==> src/rtl/aq_bju_pkg.sv <==
// Shared types and constants for the BJU redirect controller.
// Holds the redirect FSM encoding, the default PC width and the instruction-length increments.
package aq_bju_pkg;

  localparam int AQ_PC_WIDTH = 40;
  localparam int AQ_INC_16   = 2;
  localparam int AQ_INC_32   = 4;

  typedef enum logic {
    IDLE  = 1'b0,
    REDIR = 1'b1
  } bju_state_e;

endpackage

==> src/rtl/aq_bju_mispred_cmp.sv <==
// Combinational EX1 resolve: computes the actual next PC and flags a front-end mispredict.
// Zero latency; no flow control of its own.
module aq_bju_mispred_cmp
  import aq_bju_pkg::*;
#(
  parameter int PC_WIDTH = AQ_PC_WIDTH
) (
  input  logic                is_jmp,
  input  logic                cond_taken,
  input  logic                pred_taken,
  input  logic                inst_32,
  input  logic [PC_WIDTH-1:0] pred_pc,
  input  logic [PC_WIDTH-1:0] cur_pc,
  input  logic [PC_WIDTH-1:1] ag_pc,
  output logic                act_taken,
  output logic [PC_WIDTH-1:0] act_pc,
  output logic                mispred
);

  logic [PC_WIDTH-1:0] tgt;
  logic [PC_WIDTH-1:0] seq;

  always_comb begin
    act_taken = is_jmp | cond_taken;
    tgt       = {ag_pc, 1'b0};
    // Fall-through PC wraps at the top of the PC space.
    seq       = cur_pc + (inst_32 ? PC_WIDTH'(AQ_INC_32) : PC_WIDTH'(AQ_INC_16));
    act_pc    = act_taken ? tgt : seq;
    mispred   = (act_taken != pred_taken) | (act_taken & pred_taken & (tgt != pred_pc));
  end

endmodule

==> src/rtl/aq_bju_redirect_ctrl.sv <==
// BJU redirect controller: registers a change-of-flow on EX1 mispredict (1-cycle latency), holds it until IFU ack,
// stalls IDU while outstanding, counts mispredicts. AQ_BJU_MISALIGN_CHK_EN enables the target-misalign exception.
module aq_bju_redirect_ctrl
  import aq_bju_pkg::*;
#(
  parameter int PC_WIDTH  = AQ_PC_WIDTH,
  parameter int CNT_WIDTH = 16
) (
  input  logic                 forever_cpuclk,
  input  logic                 cpurst,
  input  logic                 idu_bju_ex1_sel,
  input  logic                 bju_ex1_is_jmp,
  input  logic                 bju_ex1_cond_taken,
  input  logic                 bju_ex1_pred_taken,
  input  logic [PC_WIDTH-1:0]  bju_ex1_pred_pc,
  input  logic [PC_WIDTH-1:0]  bju_ex1_cur_pc,
  input  logic                 bju_ex1_inst_32,
  input  logic [63:0]          ag_bju_pc,
  input  logic                 rtu_yy_xx_flush,
  input  logic                 ifu_bju_chgflw_ack,
  output logic                 bju_ifu_chgflw_vld,
  output logic [PC_WIDTH-1:0]  bju_ifu_chgflw_pc,
  output logic                 bju_idu_ex1_stall,
  output logic                 bju_ex1_expt_vld,
  output logic [CNT_WIDTH-1:0] bju_pmu_mispred_cnt
);

  bju_state_e          state_q, state_d;
  logic [PC_WIDTH-1:0] pc_q, pc_d;
  logic [CNT_WIDTH-1:0] cnt_q;
  logic                cnt_inc;
  logic                act_taken;
  logic [PC_WIDTH-1:0] act_pc;
  logic                mispred;
  logic                accept;
  logic                misalign;
  logic                redir_go;

  aq_bju_mispred_cmp #(
    .PC_WIDTH (PC_WIDTH)
  ) u_cmp (
    .is_jmp     (bju_ex1_is_jmp),
    .cond_taken (bju_ex1_cond_taken),
    .pred_taken (bju_ex1_pred_taken),
    .inst_32    (bju_ex1_inst_32),
    .pred_pc    (bju_ex1_pred_pc),
    .cur_pc     (bju_ex1_cur_pc),
    .ag_pc      (ag_bju_pc[PC_WIDTH-1:1]),
    .act_taken  (act_taken),
    .act_pc     (act_pc),
    .mispred    (mispred)
  );

  assign accept = idu_bju_ex1_sel & (state_q == IDLE) & ~rtu_yy_xx_flush;

`ifdef AQ_BJU_MISALIGN_CHK_EN
  logic expt_q;
  logic unused_ag_bits;

  // A misaligned taken target traps instead of redirecting.
  assign misalign       = act_taken & ag_bju_pc[1];
  assign unused_ag_bits = ^{ag_bju_pc[63:PC_WIDTH], ag_bju_pc[0]};

  always_ff @(posedge forever_cpuclk) begin
    if (cpurst) expt_q <= 1'b0;
    else        expt_q <= accept & misalign;
  end

  assign bju_ex1_expt_vld = expt_q;
`else
  logic unused_ag_bits;

  assign misalign         = 1'b0;
  assign unused_ag_bits   = ^{ag_bju_pc[63:PC_WIDTH], ag_bju_pc[0], act_taken};
  assign bju_ex1_expt_vld = 1'b0;
`endif

  assign redir_go = accept & mispred & ~misalign;

  always_ff @(posedge forever_cpuclk) begin
    if (cpurst) begin
      state_q <= IDLE;
      pc_q    <= '0;
    end else begin
      state_q <= state_d;
      pc_q    <= pc_d;
    end
  end

  always_comb begin
    state_d = state_q;
    pc_d    = pc_q;
    cnt_inc = 1'b0;
    case (state_q)
      IDLE: begin
        if (redir_go) begin
          state_d = REDIR;
          pc_d    = act_pc;
        end
      end
      REDIR: begin
        // Ack wins over a simultaneous flush: the transfer already happened.
        if (ifu_bju_chgflw_ack) begin
          state_d = IDLE;
          cnt_inc = 1'b1;
        end else if (rtu_yy_xx_flush) begin
          state_d = IDLE;
        end
      end
      default: state_d = IDLE;
    endcase
  end

  always_ff @(posedge forever_cpuclk) begin
    if (cpurst)                                 cnt_q <= '0;
    else if (cnt_inc && (cnt_q != '1))          cnt_q <= cnt_q + 1'b1;
  end

  assign bju_ifu_chgflw_vld  = (state_q == REDIR);
  assign bju_idu_ex1_stall   = (state_q == REDIR);
  assign bju_ifu_chgflw_pc   = pc_q;
  assign bju_pmu_mispred_cnt = cnt_q;

endmodule

==> config.mk <==
export PLATFORM = sky130hd
export DESIGN_NAME = aq_bju_redirect_ctrl
export DESIGN_NICKNAME = d
export VERILOG_FILES = /design/src/rtl/aq_bju_pkg.sv /design/src/rtl/aq_bju_mispred_cmp.sv /design/src/rtl/aq_bju_redirect_ctrl.sv
export SDC_FILE = /design/constraint.sdc
export NUM_CORES = 1
export LEC_CHECK = 0
export BUFFER_PORTS_ARGS = -buffer_cell sky130_fd_sc_hd__buf_2
export CORE_MARGIN = 2
export CORE_UTILIZATION = 47
export CTS_BUF_LIST = sky130_fd_sc_hd__clkbuf_2 sky130_fd_sc_hd__clkbuf_4 sky130_fd_sc_hd__clkbuf_8
export DETAILED_ROUTE_END_ITERATION = 6
export GPL_TIMING_DRIVEN = 0
export PLACE_DENSITY = 0.84
export SYNTH_ARGS = -nofsm -noshare
export SYNTH_HDL_FRONTEND = slang
export SYNTH_SLANG_ARGS = --single-unit
==> constraint.sdc <==
create_clock -name forever_cpuclk -period 3 [get_ports forever_cpuclk]
set_input_delay 0.75 -clock forever_cpuclk [delete_from_list [all_inputs] [get_ports forever_cpuclk]]
set_output_delay 0.75 -clock forever_cpuclk [all_outputs]
set_load 0.01 [all_outputs]
==> out/qor.csv, run 1 <==
metric,value,unit
die_h,95.3,um
antenna_left,0,
crit_type,in -> reg,
grt_max_degree,13,
cts_num_sinks,57,
synthCells,499,
seqPwrFrac,38.3,%
antenna_cells,0,
dr.first_iter.drc_count,210,
groute.usage.overall,30.2,%
combPwrFrac,21.1,%
cts_tree,yes,
die-area,0.00908,mm^2
drv_cap,0,
area_growth,33.7,%
grt_pass1_wl,21000,um
rows,33,
status,"complete, no violations",
min_path_type,reg -> reg,
setup_viol,0,
worstMarginPinSlew,0.651,ns
yosysUniqueCellTypes,44,
clockRootBuffer,clkbuf_8,
slew_viol_final,0,
drc,0,
final_nets,854,
ys_ff_latch,57,
worst-path-buf-inv,2,
mostFrequentLayoutCell,buf_2,
grt_antenna_before_repair,0,
synth_nets,657,
crit_chain,buf_2 -> inv_1 -> ha_1 -> fa_1 -> nand4_1 -> or4_4 -> nor4_2 -> xnor2_1 -> a211o_1 -> a21oi_1,
yosysSeqAreaShare,29.1,%
fill_cells,740,
p_clk_share,40.5,%
cellLeakagePower,2.32,nW
end_kind,register,
worstPathArrival,3.10,ns
max_stage_delay,0.55,ns
cts_buffers,9,
grt.overflow.total,0,
rrSetupSlack,1.05,ns
clk_latency,0.35,ns
p_per_area,399,mW/mm^2
hold_ws,0.448,ns
cp_max_fo,6,
hold_viol,0,
htree_levels,3,
wl,13900,um
layout_common_cells,"buf_2 (185), nand2_1 (61), nor2_1 (59)",
vias,4617,
io_buffers,185,
max_freq,355,MHz
ir_drop,0.000247,V
synth.avg_cell_area,7.85,um^2
fin_crit,2.82,ns
post_cts_buffers,0,
synth.area.top_cells,"dfxtp_1 (29%), xor2_1 (13%), a211o_1 (7.4%), xnor2_1 (6.9%), nand2_1 (5.8%)",
firstDrtPassIters,4,
ios,212,
yosys.area.top_type_share,29.1,%
gp_congestion,0.986,
die_w,95.3,um
relSlewSlack,56.2,%
initial_utilization,48.1,%
via_per_inst,5.73,
cp_data_required_time,3.28,ns
syn-cell-area,0.00392,mm^2
yosys_warnings,0,
clock_skew,0.00920,ns
power.switching,0.000647,W
clock_path_buffers,2,
place_hpwl,11100,um
post-synth-top-area-cell,dfxtp_1,
switching_share,31.0,%
total_power,0.00209,W
core-area,0.00813,mm^2
drive_above_1_share,32.2,%
clkTransAtPathRegs,0.08,ns
routedWlPerCell,17.2,um
dp_slack,-0.555,ns
fin_crit_sh,93.9,%
grt_pass1_vias,4233,
crit_path_top_delay_cell,or4_4,
rsz0062_at_grt,no,
final_cells,806,
worstSetupStartpointType,input port,
place_inst,789,
path_delay_family,simple AND/OR/NAND/NOR gates,
intPower,0.00144,W
setup_slack,0.182,ns
-- tightest hold or removal path, stage by stage, from the launching register on --
cell and delay (ns):
dfxtp_1 0.31, nand2_1 0.05, a21oi_1 0.05
-- power groups by stage --
| stage | Clock (W) | Sequential [W] | Combinational [W] |
|---|---|---|---|
| finish | 0.000847 | 0.000800 | 0.000442 |
| global route | 0.000880 | 0.000803 | 0.000476 |
| CTS | 0.000848 | 0.000800 | 0.000432 |
| detailed placement | 0 | 0.000817 | 0.000427 |
| global placement | 0 | 0.000816 | 0.000419 |
| floorplan | 0 | 0.000831 | 0.000191 |
-- kinds of logic after synthesis --
family | share of synthesized area, %
AOI/OAI and AO/OA | 15.9
xor gates and xnor gates | 19.5
adders and majority gates | 1.79
buffers and inverters | 3.64
DFF | 29.1
muxes | 0.256
other | 0.0958
and+or+nand+nor | 29.7
-- worst paths after layout --
path | startpoint | to | cells after the start
worst min register to register | bju_ifu_chgflw_pc[0] | bju_ifu_chgflw_pc[0] | 2
worst min-delay path | bju_ifu_chgflw_pc[0] | bju_ifu_chgflw_pc[0] | 2
worst max-delay path | bju_ex1_inst_32 | bju_ifu_chgflw_pc[27] | 10
worst max register to register | bju_idu_ex1_stall | bju_ifu_chgflw_pc[25] | 4
-- cell type report --
type                       count  area, um^2  share of cell area [%]
multi-input combinational    409        2660                    50.8
clock inverter                 7         101                    1.94
timing repair buffer         185         926                    17.7
buffer                        26         123                    2.34
inverter                       8        30.0                   0.573
sequential                    57        1140                    21.8
clock buffer                   9         124                    2.37
tap                          105         131                    2.51
-- Yosys cell counts --
master     number
nand4b_1        1
o31ai_2         1
a21o_1          3
nand2_1        61
or3_4           1
nand4_1        13
o41ai_1         2
buf_6           1
nor4b_1         1
nor2_1         59
buf_4           2
xnor2_1        31
and2_1          3
nor4_2          4
a211o_1        33
nand3b_1        3
nand3_1        20
ha_1            4
and4_1         10
nor2b_1         1
nor4_4          1
or4_4           1
nor3_1         12
nor4_1         13
dfxtp_1        57
mux2i_1         1
and3_1         13
fa_1            1
nor4b_2         1
or3_1           3
o2111a_1        1
o21a_1          1
o21ai_0         4
or2_2           1
nand4_4         1
xor2_1         56
clkbuf_1       23
a21oi_1        43
clkinv_1        1
o2111ai_1       1
o211a_1         1
conb_1          1
inv_1           7
a311o_1         1
-- per-stage QoR --
stage	instance area [um^2]	utilization, %	TNS [ns]
after detailed placement	4970	61.1	-20.06
final	5240	64.4	0
after floorplan	3920	-	0
after CTS	5220	64.2	0
after global routing	5240	64.4	0
after global placement	4970	61.1	-19.65
-- sequential cells by signal (all words and copies together) (netlist names) --
register             count
bju_pmu_mispred_cnt     16
bju_idu_ex1_stall        1
bju_ifu_chgflw_pc       40
-- timing repair --
item | CTS | global route
resized for setup | 6 | 9
endpoints found under the setup margin | 41 | 41
cloned | 0 | 1
pin swaps | 0 | 1
hold buffers | 0 | 0
-- layer usage --
layer / GRT usage [%] / vias to the layer above / share of wire (%)
li1: - / 2163 / -
met1: 39.1 / 2179 / 41
met2: 49.8 / 244 / 47
met3: 4.98 / 31 / 9.1
met4: 12.6 / 0 / 3.1
met5: 0 / - / 0
No activity file was read; power rests on OpenSTA's default activity.
==> inputs of run 2 (changes only) <==
--- a/config.mk
+++ b/config.mk
@@ -10,8 +10,8 @@
 export CORE_UTILIZATION = 47
 export CTS_BUF_LIST = sky130_fd_sc_hd__clkbuf_2 sky130_fd_sc_hd__clkbuf_4 sky130_fd_sc_hd__clkbuf_8
 export DETAILED_ROUTE_END_ITERATION = 6
-export GPL_TIMING_DRIVEN = 0
 export PLACE_DENSITY = 0.84
+export SKIP_CTS_REPAIR_TIMING = 1
 export SYNTH_ARGS = -nofsm -noshare
 export SYNTH_HDL_FRONTEND = slang
 export SYNTH_SLANG_ARGS = --single-unit
==> run 2 against run 1 <==
Register-to-register slack improved by 0.10 ns. Final cell count decreased by 1.7%. Worst hold slack about the same. First-iteration DRC count decreased by 3.3%. Total power decreased by 0.79%. Worst setup slack improved by 0.23 ns. Maximum frequency increased by 8.9%. Count of clock-buffer cells in the layout unchanged. Critical path depth increased by 2. Die area unchanged. Largest power group unchanged. Highest routed layer unchanged.
==> out/qor.csv, run 2 (synthesis results as in run 1) <==
metric,value,unit
clockRootBuffer,clkbuf_8,
grt_pass1_wl,20000,um
crit_type,in -> reg,
final_cell_area,0.00521,mm^2
cellLeakagePower,2.33,nW
place_inst,776,
rsz0062_at_grt,no,
antenna_left,0,
firstDrtPassIters,5,
p_per_area,398,mW/mm^2
vias,4459,
status,"complete, no violations",
min_path_type,reg -> reg,
dr.first_iter.drc_count,203,
routedWlPerCell,16.3,um
max_freq,387,MHz
groute.usage.overall,28.4,%
gp_congestion,0.912,
dpl_cell_area,0.00499,mm^2
fin_crit_sh,86.2,%
cts_num_sinks,57,
hold_ws,0.448,ns
wl,12900,um
fin_crit,2.59,ns
layout_common_cells,"buf_2 (185), nand2_1 (61), nor2_1 (58)",
worstPathArrival,2.86,ns
grt.overflow.total,0,
grt_max_degree,74,
ios,212,
grt_antenna_before_repair,0,
setup_viol,0,
rows,33,
worstMarginPinSlew,0.730,ns
antenna_cells,0,
slew_viol_final,0,
htree_levels,3,
drc,0,
core-area,0.00813,mm^2
clkTransAtPathRegs,0.08,ns
mostFrequentLayoutCell,buf_2,
clock_skew,0.00935,ns
initial_utilization,48.1,%
place_hpwl,10200,um
worstSetupStartpointType,input port,
drv_cap,0,
final_nets,840,
clk_latency,0.34,ns
relSlewSlack,51.4,%
die_h,95.3,um
grt_pass1_vias,4098,
via_per_inst,5.63,
cts_buffers,9,
largest_reg_flops,40,
area_growth,33.1,%
clock_path_buffers,2,
io_buffers,185,
cp_data_required_time,3.27,ns
cp_max_fo,20,
die_w,95.3,um
ir_drop,0.000210,V
drive_above_1_share,32.9,%
cts_tree,yes,
tns,0,ns
hold_viol,0,
fill_cells,707,
final_cells,792,
die-area,0.00908,mm^2
end_kind,register,
[run 2: metal layers]
metal | wire [um] | global-route usage, % | share of wire [%] | vias up
met4 | 341 | 10.1 | 2.6 | 0
li1 | - | - | - | 2135
met2 | 6240 | 47.0 | 48 | 222
met5 | 0 | 0 | 0 | -
met1 | 5350 | 36.8 | 41 | 2073
met3 | 1010 | 5.53 | 7.8 | 29
[run 2: per-stage QoR]
step / utilization [%] / power (W) / setup WS (ns)
floorplan: - / 0.00102 / 0.274
global placement: 61.3 / 0.00123 / 0.0251
detailed placement: 61.3 / 0.00124 / 0.0491
CTS: 64.1 / 0.00208 / 0.383
global route: 64.1 / 0.00216 / 0.285
finish: 64.1 / 0.00207 / 0.413
[run 2: power by group]
group | leakage, nW | internal [W] | switching (W)
sequential | 0.463 | 0.000785 | 0.0000157
clock | 0.110 | 0.000476 | 0.000365
combinational | 1.75 | 0.000185 | 0.000245
total | 2.33 | 0.00145 | 0.000626
[run 2: final timing paths]
kind,startpoint,end,slack (ns),depth (start not counted)
hold / removal,bju_ifu_chgflw_pc[6],bju_ifu_chgflw_pc[6],0.45,2
setup / recovery,bju_ex1_cond_taken,bju_ifu_chgflw_pc[8],0.41,12
setup reg to reg,bju_idu_ex1_stall,bju_ifu_chgflw_pc[8],1.15,7
hold reg to reg,bju_ifu_chgflw_pc[6],bju_ifu_chgflw_pc[6],0.45,2
[run 2: layout make-up]
class	instances	area [um^2]	area share [%]
inverters	8	30.0	0.576
well taps	105	131	2.52
multi-input cells	408	2650	50.8
flip-flops and latches	57	1140	21.9
repair buffers	198	1040	19.9
clock inverters	7	103	1.97
clock buffers	9	124	2.38
[run 2: worst max-delay path: stages]
cell      delay (ns)
buf_2           0.11
nor2_4          0.11
clkinv_1        0.11
ha_1            0.36
nor2_1          0.07
nor4b_1         0.37
buf_4           0.20
o31ai_4         0.07
buf_4           0.17
buf_12          0.15
a211o_1         0.24
a21oi_1         0.13
==> inputs of run 3 (changes only) <==
--- a/config.mk
+++ b/config.mk
@@ -6,6 +6,7 @@
 export NUM_CORES = 1
 export LEC_CHECK = 0
 export BUFFER_PORTS_ARGS = -buffer_cell sky130_fd_sc_hd__buf_2
+export CORE_ASPECT_RATIO = 1.2
 export CORE_MARGIN = 2
 export CORE_UTILIZATION = 47
 export CTS_BUF_LIST = sky130_fd_sc_hd__clkbuf_2 sky130_fd_sc_hd__clkbuf_4 sky130_fd_sc_hd__clkbuf_8
==> run 3 against run 2 <==
Combinational power is essentially flat. Highest routed layer unchanged. Clock skew is essentially flat. Final area decreased by 1.0%. Worst setup slack improved by 0.040 ns. Count of clock-buffer cells in the layout grew 4. Flip-flop and latch count unchanged. Register-to-register slack better by 0.07 ns. Total power is 4.8% lower.
==> out/qor.csv, run 3 (synthesis results as in run 1) <==
metric,value,unit
tns,0,ns
io_buffers,185,
hold_viol,0,
crit_end,bju_ifu_chgflw_pc[27],
dr.first_iter.drc_count,203,
grt_max_degree,74,
setup_viol,0,
drive_above_1_share,32.7,%
groute.usage.overall,28.9,%
largest_reg_flops,40,
cellLeakagePower,2.32,nW
worstPathArrival,2.81,ns
crit_type,in -> reg,
worstSetupStartpoint,bju_ex1_inst_32,
fin_crit,2.55,ns
final_nets,838,
initial_utilization,48.3,%
power.switching,0.000573,W
core-area,0.00811,mm^2
relSlewSlack,41.8,%
drc,0,
area_growth,31.8,%
ios,212,
die_h,104,um
max_freq,393,MHz
seqPwrFrac,40.7,%
place_hpwl,10500,um
cp_data_required_time,3.26,ns
rr_endpoint,bju_ifu_chgflw_pc[9],
mostFrequentLayoutCell,buf_2,
worstMarginPinSlew,0.873,ns
rsz0062_at_grt,no,
firstDrtPassIters,5,
end_kind,register,
cts_buffers,9,
routedWlPerCell,17.0,um
p_per_area,382,mW/mm^2
clk_latency,0.34,ns
clock_skew,0.00912,ns
layout_common_cells,"buf_2 (185), nand2_1 (61), nor2_1 (58)",
gp_congestion,0.872,
drv_cap,0,
cp_max_fo,4,
clockRootBuffer,clkbuf_8,
antenna_cells,0,
wl,13300,um
status,"complete, no violations",
ir_drop,0.000225,V
cts_num_sinks,57,
fill_cells,714,
fin_crit_sh,84.9,%
hold_ws,0.455,ns
worstSetupStartpointType,input port,
grt_antenna_before_repair,0,
via_per_inst,5.62,
switching_share,29.0,%
min_path_type,reg -> reg,
grt_pass1_vias,4280,
die-area,0.00908,mm^2
slew_viol_final,0,
cts_tree,yes,
p_clk_share,37.6,%
htree_levels,3,
regToRegStartpoint,bju_idu_ex1_stall,
rows,36,
grt_pass1_wl,20600,um
combPwrFrac,21.7,%
clkTransAtPathRegs,0.07,ns
r2r_cells,6,
antenna_left,0,
clock_path_buffers,2,
intPower,0.00140,W
die_w,87.3,um
grt.overflow.total,0,
rrSetupSlack,1.22,ns
vias,4383,
[run 3: layer usage]
metal	vias up	global-route usage (%)	wire, um
met1	1993	31.4	4900
li1	2134	-	-
met4	0	14.1	540
met3	35	6.98	1090
met5	-	0	0
met2	221	51.0	6740
[run 3: stage by stage]
stage	worst slack, ns	instances	utilization [%]	total power (W)	area, um^2
after global routing	0.288	780	63.6	0.00206	5160
after detailed placement	0.0902	764	61.2	0.00124	4960
after floorplan	0.274	499	-	0.00102	3920
after global placement	0.120	764	61.2	0.00123	4960
final	0.453	780	63.6	0.00197	5160
after CTS	0.445	780	63.6	0.00198	5160
[run 3: final cells by class]
class / count / area, um^2 / share of cell area (%)
clock buffers: 13 / 160 / 3.10
inverters: 8 / 30.0 / 0.582
flip-flops and latches: 57 / 1140 / 22.1
well taps: 95 / 119 / 2.30
multi-input cells: 408 / 2650 / 51.3
repair buffers: 196 / 1020 / 19.8
clock inverters: 3 / 40.0 / 0.776
[run 3: how the worst min path moves through the flow]
stage                               start                     to  slack (ns)  cells past startpoint
floorplan            bju_ifu_chgflw_pc[0]   bju_ifu_chgflw_pc[0]        0.48                      2
global placement    bju_ifu_chgflw_pc[31]  bju_ifu_chgflw_pc[31]        0.44                      2
detailed placement  bju_ifu_chgflw_pc[26]  bju_ifu_chgflw_pc[26]        0.45                      2
CTS                 bju_ifu_chgflw_pc[26]  bju_ifu_chgflw_pc[26]        0.45                      2
global route        bju_ifu_chgflw_pc[19]  bju_ifu_chgflw_pc[19]        0.47                      2
finish               bju_ifu_chgflw_pc[8]   bju_ifu_chgflw_pc[8]        0.45                      2
[run 3: power by group through the flow]
stage | Sequential, W | Combinational (W) | Clock [W]
3_5_place_dp | 0.000819 | 0.000423 | 0
3_3_place_gp | 0.000817 | 0.000415 | 0
2_1_floorplan | 0.000831 | 0.000191 | 0
4_1_cts | 0.000802 | 0.000425 | 0.000754
5_1_grt | 0.000805 | 0.000466 | 0.000788
6_report | 0.000802 | 0.000429 | 0.000743
[run 3: worst max-delay path, cell delays in order]
cell and delay [ns]:
buf_2 0.12, inv_1 0.05, ha_1 0.20, fa_1 0.28, nand4_1 0.14, or4_4 0.47, nor4_2 0.28, xnor2_1 0.11
a211o_1 0.29, a21oi_1 0.12
